===== src/rtl/bounce_rect_ctl.sv =====
// Rectangle position controller: tracks the mouse, and on a left click drops the
// rectangle under gravity with damped floor bounces. Optional macro CLICK_REARM_EN.
module bounce_rect_ctl #(
  parameter int COORD_W     = 12,
  parameter int SCREEN_H    = 600,
  parameter int RECT_H      = 64,
  parameter int TICK_DIV    = 833333,
  parameter int GRAVITY     = 1,
  parameter int VEL_W       = 8,
  parameter int MAX_BOUNCES = 5,
  parameter int DAMP_SHIFT  = 1
) (
  input  logic               clk,
  input  logic               rst,
  input  logic               mouse_left,
  input  logic [COORD_W-1:0] mouse_xpos,
  input  logic [COORD_W-1:0] mouse_ypos,
  output logic [COORD_W-1:0] xpos,
  output logic [COORD_W-1:0] ypos,
  output logic               busy,
  output logic [3:0]         bounce_cnt
);

  localparam logic [COORD_W-1:0] FLOOR = COORD_W'(SCREEN_H - RECT_H);
  localparam int CNT_W = $clog2(TICK_DIV);
  localparam logic [VEL_W-1:0] GRAV = VEL_W'(GRAVITY);

  typedef enum logic [1:0] {TRACK, FALL, RISE, REST} state_t;

  state_t             state;
  logic               mouse_left_q;
  logic [CNT_W-1:0]   tick_cnt;
  logic [VEL_W-1:0]   vel;

  logic               click, tick;
  logic [COORD_W-1:0] y_clamp, y_up;
  logic [VEL_W:0]     vel_sum;
  logic [VEL_W-1:0]   vel_n, v_b, vel_dn;
  logic [COORD_W:0]   y_n;
  logic [3:0]         bounce_inc;

  assign click   = mouse_left & ~mouse_left_q;
  assign tick    = (tick_cnt == CNT_W'(TICK_DIV - 1));
  assign y_clamp = (mouse_ypos > FLOOR) ? FLOOR : mouse_ypos;

  // Falling step: saturating velocity, position sum one bit wider to catch overflow
  assign vel_sum    = {1'b0, vel} + {1'b0, GRAV};
  assign vel_n      = vel_sum[VEL_W] ? '1 : vel_sum[VEL_W-1:0];
  assign y_n        = {1'b0, ypos} + (COORD_W+1)'(vel_n);
  assign v_b        = vel_n >> DAMP_SHIFT;
  assign bounce_inc = bounce_cnt + 4'd1;

  // Rising step: both position and velocity clamp at zero
  assign y_up   = (ypos >= COORD_W'(vel)) ? ypos - COORD_W'(vel) : '0;
  assign vel_dn = (vel > GRAV) ? vel - GRAV : '0;

  always_ff @(posedge clk) begin
    if (rst) begin
      state        <= TRACK;
      mouse_left_q <= 1'b0;
      tick_cnt     <= '0;
      vel          <= '0;
      xpos         <= '0;
      ypos         <= '0;
      busy         <= 1'b0;
      bounce_cnt   <= '0;
    end else begin
      mouse_left_q <= mouse_left;
      tick_cnt     <= tick ? '0 : tick_cnt + CNT_W'(1);
      case (state)
        TRACK: begin
          xpos <= mouse_xpos;
          ypos <= y_clamp;
          if (click) begin
            vel        <= '0;
            bounce_cnt <= '0;
            tick_cnt   <= '0;
            state      <= FALL;
            busy       <= 1'b1;
          end
        end
        FALL: if (tick) begin
          if (y_n < {1'b0, FLOOR}) begin
            ypos <= y_n[COORD_W-1:0];
            vel  <= vel_n;
          end else begin
            ypos       <= FLOOR;
            bounce_cnt <= bounce_inc;
            // Hitting the bounce limit takes priority over a further rise
            if (bounce_inc == 4'(MAX_BOUNCES) || v_b == '0) begin
              vel   <= '0;
              state <= REST;
              busy  <= 1'b0;
            end else begin
              vel   <= v_b;
              state <= RISE;
            end
          end
        end
        RISE: if (tick) begin
          ypos <= y_up;
          vel  <= vel_dn;
          if (vel_dn == '0) state <= FALL;
        end
        REST: begin
`ifdef CLICK_REARM_EN
          if (click) begin
            bounce_cnt <= '0;
            state      <= TRACK;
          end
`endif
        end
        default: state <= TRACK;
      endcase
    end
  end

endmodule


===== config.mk =====
export PLATFORM = sky130hd
export DESIGN_NAME = bounce_rect_ctl
export DESIGN_NICKNAME = d
export VERILOG_FILES = /design/src/rtl/bounce_rect_ctl.sv
export SDC_FILE = /design/constraint.sdc
export NUM_CORES = 1
export LEC_CHECK = 0
export CAP_MARGIN = 5
export CORE_MARGIN = 2
export CORE_UTILIZATION = 55
export DETAILED_ROUTE_END_ITERATION = 12
export GPL_TIMING_DRIVEN = 0
export PLACE_DENSITY = 0.82
export SETUP_SLACK_MARGIN = 0.2
export SYNTH_ARGS = -nofsm -noshare
export SYNTH_HDL_FRONTEND = slang
export SYNTH_SLANG_ARGS = --single-unit
export TNS_END_PERCENT = 50

===== constraint.sdc =====
create_clock -name clk -period 4.45 [get_ports clk]
set_input_delay 0.445 -clock clk [delete_from_list [all_inputs] [get_ports clk]]
set_output_delay 0.445 -clock clk [all_outputs]
set_load 0.01 [all_outputs]

==> impl_metrics.toml, run 1 <==
[route]
dr.pass1.iters = 5
ant_nets = 0
route.vias.total = 4611
via_per_inst = 6.36
wire_per_inst_um = 17.6
drc = 0
drt-initial-drc-count = 447
routed_wirelength_um = 12800

[yosys]
ys_ff_latch = 60
ys_types = 71
synth_edf_count = 0
ys_warn_count = 0
ys_seq_area_frac = 0.276
async_reset_ff_frac = 0
yosys.area.top_type = "dfxtp_1"
yosys.area.top_type_share = 0.276
syn_nets = 609
synth_area_per_cell_um2 = 7.88
syn_area_um2 = 4350
syn_inst = 552
synthTopCellsByArea = "dfxtp_1 28%, ha_1 8.1%, nor2_1 4.9%"
synthFlopType = "dfxtp_1"

[grt]
grt.total_usage = 0.305
grt_antenna_before_repair = 0
grt-ovfl-total = 0
grt_pass1_wl_um = 20800
grt_max_degree = 13
grt_pass1_vias = 4261

[clock_network]
cts.sinks = 60
cts_made_buffers = 9
insertion_delay_ps = 350
hold_buffers = 0
root_buffer = "clkbuf_8"
htree_levels = 3
cts.clk_slew.worst_paths_ps = 80
cts_buffer_depth = 2
cts_tree = "built"

[pwr]
power_density_nw_per_um2 = 536
power.total_mw = 2.83
ir_drop_mv = 0.355
p_leak_nw = 2.01

[finish]
antenna_cells = 0
seqCellArea_um2 = 1200
multi_input_area_um2 = 2950
finalNetCount = 675
layout-drive-gt1-share = 0.0787
area_growth_pct = 21.3
finalInstanceArea_um2 = 5270
fillers = 631

[critical_path]
r2r_setup_slack_ps = 410
startpoint_type = "register"
worstPathArrival_ps = 4310
cp_data_required_time_ps = 4720
endpoint_kind = "register"
critPathMaxFanout = 10
path_class = "register to register"

[timing]
fin_setup_tns_ps = 0
fmax_mhz = 247
slew_headroom = 0.160
skew_ps = 10.2
post-route-period-util = 0.909
max_slew.worst_pin.slew_ps = 1250
period_needed_ps = 4040
holdWs_ps = 465
hold_viol = 0
setup_viol = 0
rsz0062_at_grt = "yes"
finalMaxSlewViolations = 0

[floorplanning]
die_w_um = 92.9
initial_utilization = 0.566
num_io_pins = 56
dieArea_um2 = 8640
die_y_um = 92.9
core_area_um2 = 7690
core.rowCount = 32

[status]
status = "completed"

[placed_design]
gp_congestion = 0.997
placement.cell_area_um2 = 5020
hpwl_um = 9570
portBuffers = 54

[run]
max-cap-violations = 0

[hold_path]
hold_class = "register to register"
-- synth_stat cells (all sizes together), types with 4 or more instances --
master  instances
a31oi          10
o31ai          11
inv            28
o22ai           6
nor3           17
nor2b           8
and2            6
clkbuf         16
nor4            6
mux2i          17
xnor2           6
and3            4
nand3b          4
nor2           60
nand4           7
dfxtp          60
nand2          41
ha             28
a21oi          29
and4            4
or3             9
a211oi          8
or2             4
buf             9
nand3          19
o211ai          9
xor2           21
or4             6
o21ai          46
-- path summary, 6_finish.rpt --
check,startpoint,end,depth (start not counted)
setup / recovery,vel[3],ypos[2],15
hold / removal,tick_cnt[0],tick_cnt[0],1
setup reg to reg,vel[3],ypos[2],15
hold reg to reg,tick_cnt[0],tick_cnt[0],1
-- logic make-up after synthesis --
family,synth area share
fa+ha+maj,0.0898
mux,0.0391
xor+xnor,0.0544
flops,0.276
simple gates,0.244
buf+inv,0.0503
compound gates,0.246
-- flip-flops by register name, summed over array words and instances (netlist names) --
| register | count |
|---|---|
| bounce_cnt | 4 |
| busy | 1 |
| mouse_left_q | 1 |
| state | 2 |
| tick_cnt | 20 |
| vel | 8 |
| xpos | 12 |
| ypos | 12 |
-- report_power, final --
group / internal [mW] / switching, mW
clock network: 0.318 / 0.249
registers: 0.616 / 0.0930
logic: 0.604 / 0.947
-- what timing repair did --
item,CTS,global route
gates cloned,0,0
pin swaps,0,1
setup endpoints to repair,5,20
buffers inserted,0,1
resized for setup,2,14
-- worst max-delay path, cell delays in order, from the launching register on --
cell      delay (ps)
dfxtp_1          350
clkbuf_2         230
nand4_1          290
o21ai_2          280
ha_1             220
inv_1             60
fa_1             410
and3b_1          300
o211ai_1         200
a31oi_4          310
mux2i_1          270
a41o_1           280
buf_6            170
clkbuf_4         230
nand3_1          100
a211oi_1         260
-- cell usage in the layout, fill, tap and decap left out, types with 3 or more instances in the layout --
master | Yosys | layout
ha_1 | 28 | 27
and4_1 | 4 | 4
o31ai_1 | 11 | 10
clkbuf_2 | 0 | 3
xnor2_1 | 6 | 6
nor4_1 | 5 | 5
a31oi_1 | 9 | 9
clkbuf_8 | 0 | 9
o211ai_1 | 9 | 9
clkbuf_1 | 16 | 12
nand3b_1 | 4 | 4
o311ai_0 | 3 | 3
inv_1 | 28 | 28
dfxtp_1 | 60 | 60
nand3_1 | 19 | 19
a21o_1 | 3 | 3
nor2_1 | 57 | 57
o22ai_1 | 6 | 6
mux2i_1 | 17 | 17
xor2_1 | 21 | 21
and3_1 | 4 | 4
or2_2 | 3 | 3
and2_1 | 6 | 6
o21ai_1 | 11 | 11
or4_1 | 5 | 5
buf_2 | 7 | 6
a21oi_1 | 29 | 28
nand2_1 | 41 | 41
or3_1 | 9 | 9
nor2_2 | 3 | 3
nand4_1 | 7 | 7
nor3_1 | 16 | 16
a211oi_1 | 8 | 8
clkdlybuf4s50_1 | 0 | 54
nor2b_1 | 8 | 8
nand2b_1 | 3 | 3
o21ai_0 | 35 | 34
-- metal layers --
layer	up-vias	GRT usage	share of wire
li1	2164	-	-
met1	2138	0.437	0.43
met2	273	0.451	0.43
met3	36	0.0570	0.11
met4	0	0.120	0.025
met5	-	0	0
-- final cells by class --
class | instances | area share
Clock buffer | 9 | 0.0235
Clock inverter | 7 | 0.0187
Multi-Input combinational cell | 438 | 0.558
Inverter | 29 | 0.0206
Timing Repair Buffer | 55 | 0.104
Tap cell | 102 | 0.0242
Sequential cell | 60 | 0.228
Buffer | 25 | 0.0228
-- stage by stage --
stage	instances	setup slack [ps]	utilization
floorplan	552	884	-
global route	725	133	0.686
global placement	708	185	0.653
CTS	724	271	0.682
finish	725	406	0.686
detailed placement	708	161	0.653
Note: power is estimated with default switching activity, not from simulation.
==> inputs of run 2 (changes only) <==
- ABC_CLOCK_PERIOD_IN_PS: unset -> 4450
- CELL_PAD_IN_SITES_DETAIL_PLACEMENT: unset -> 1
- CELL_PAD_IN_SITES_GLOBAL_PLACEMENT: unset -> 1
- CORE_UTILIZATION: 55 -> 42
- PLACE_DENSITY: 0.82 -> 0.85
==> impl_metrics.toml, run 2 (synthesis results as in run 1) <==
[timing]
max_slew.worst_pin.slew_ps = 1080
rsz0062_at_grt = "yes"
finalMaxSlewViolations = 0
post-route-period-util = 0.939
fmax_mhz = 239
fin_setup_tns_ps = 0
hold_viol = 0
period_needed_ps = 4180
skew_ps = 17.2
slew_headroom = 0.271
setup_viol = 0

[finish]
finalNetCount = 679
top_regs = "tick_cnt x20, xpos x12, ypos x12"
finalInstanceArea_um2 = 5410
largest_reg_flops = 20
fillers = 1264
multi_input_area_um2 = 2990
layout_commonest_cell = "dfxtp_1"
regMostFlops = "tick_cnt"
final_cell_mix = "58 x dfxtp_1, 57 x nor2_1, 54 x clkdlybuf4s50_1"
area_growth_pct = 24.4
antenna_cells = 0
layout-drive-gt1-share = 0.0989
seqCellArea_um2 = 1200

[pwr]
power.total_mw = 2.94
p_leak_nw = 2.05
power_density_nw_per_um2 = 544
ir_drop_mv = 0.313

[hold_path]
hp-start = "tick_cnt[0]"
hold_end = "tick_cnt[0]"
whs_path_depth = 1
hold_class = "register to register"

[clock_network]
hold_buffers = 0
cts.sinks = 60
cts_made_buffers = 9
root_buffer = "clkbuf_8"
cts_tree = "built"
insertion_delay_ps = 350
cts.clk_slew.worst_paths_ps = 80
htree_levels = 3
cts_buffer_depth = 2

[critical_path]
reg2reg_from = "vel[3]"
critPathMaxFanout = 10
startpoint = "vel[3]"
r2r_cells = 12
cp_data_required_time_ps = 4650
worstPathArrival_ps = 4370
r2r_setup_slack_ps = 270
endpoint_kind = "register"
startpoint_type = "register"
path_class = "register to register"
reg2reg_to = "vel[1]"

[route]
drc = 0
routed_wirelength_um = 15700
ant_nets = 0
via_per_inst = 6.08
dr.pass1.iters = 4
drt-initial-drc-count = 305
wire_per_inst_um = 20.6
route.vias.total = 4641

[floorplanning]
core_area_um2 = 10200
die_y_um = 106
core.rowCount = 37
num_io_pins = 56
die_w_um = 106
dieArea_um2 = 11200
initial_utilization = 0.427

[placed_design]
placement.cell_area_um2 = 5060
portBuffers = 54
hpwl_um = 11700
gp_congestion = 0.919

[grt]
grt_pass1_wl_um = 25300
grt.total_usage = 0.287
grt_max_degree = 12
grt_pass1_vias = 4799
grt_antenna_before_repair = 0
grt-ovfl-total = 0

[status]
status = "completed"

[run]
max-cap-violations = 0
[run 2: changes by cell type in the layout (fill, tap and decap cells not counted), moves of 2 or more]
| cell | before | now |
|---|---|---|
| buf_4 | 1 | 6 |
| dfxtp_1 | 60 | 58 |
| dfxtp_2 | 0 | 2 |
| mux2i_1 | 17 | 15 |
| mux2i_2 | 0 | 2 |
[run 2: area by class of cell]
type	instances	area share
multi-input combinational	438	0.552
sequential	60	0.223
timing repair buffer	59	0.107
tap	136	0.0315
clock buffer	10	0.0236
buffer	25	0.0227
clock inverter	6	0.0208
inverter	29	0.0201
[run 2: report_power, final]
part / internal, mW / leakage (nW) / total (mW) / switching (mW)
Clock: 0.373 / 0.120 / 0.616 / 0.243
Combinational: 0.615 / 1.44 / 1.61 / 0.996
Sequential: 0.616 / 0.490 / 0.717 / 0.101
[run 2: worst max path at each step]
stage	slack, ps	end	depth (start not counted)
floorplan	880	bounce_cnt[3]	14
global placement	100	state[0]	14
detailed placement	-20	state[0]	14
CTS	210	ypos[2]	15
global route	60	state[0]	12
finish	270	vel[1]	12
[run 2: worst max-delay path, cell delays in order (launching register included)]
cell      delay, ps
dfxtp_1         340
clkbuf_2        240
nand4_1         270
o22ai_1         670
ha_1            440
a21oi_1         230
o21ai_1         170
mux2i_1         160
a211oi_1        420
a41oi_1         370
buf_2           300
o31ai_1         290
o22ai_1         140
[run 2: metrics by stage]
step / utilization / std cells / setup slack (ps) / hold slack, ps
final: 0.531 / 763 / 274 / 512
after floorplan: - / 552 / 884 / 430
after CTS: 0.522 / 758 / 206 / 514
after global routing: 0.531 / 763 / 58.7 / 545
after detailed placement: 0.497 / 742 / -22.7 / 492
after global placement: 0.497 / 742 / 100 / 447
[run 2: routing by layer]
layer | vias to the layer above | global-route usage | routed length, um
met5 | - | 0 | 0
met1 | 2284 | 0.390 | 7230
met2 | 157 | 0.456 | 7110
met4 | 0 | 0.0987 | 379
met3 | 35 | 0.0513 | 1020
li1 | 2165 | - | -
[run 2: repair_timing]
action,4_1_cts,5_1_grt
endpoints found under the setup margin,17,20
cloned,0,0
resized for setup,8,18
setup buffers,0,5
pin swaps,0,2
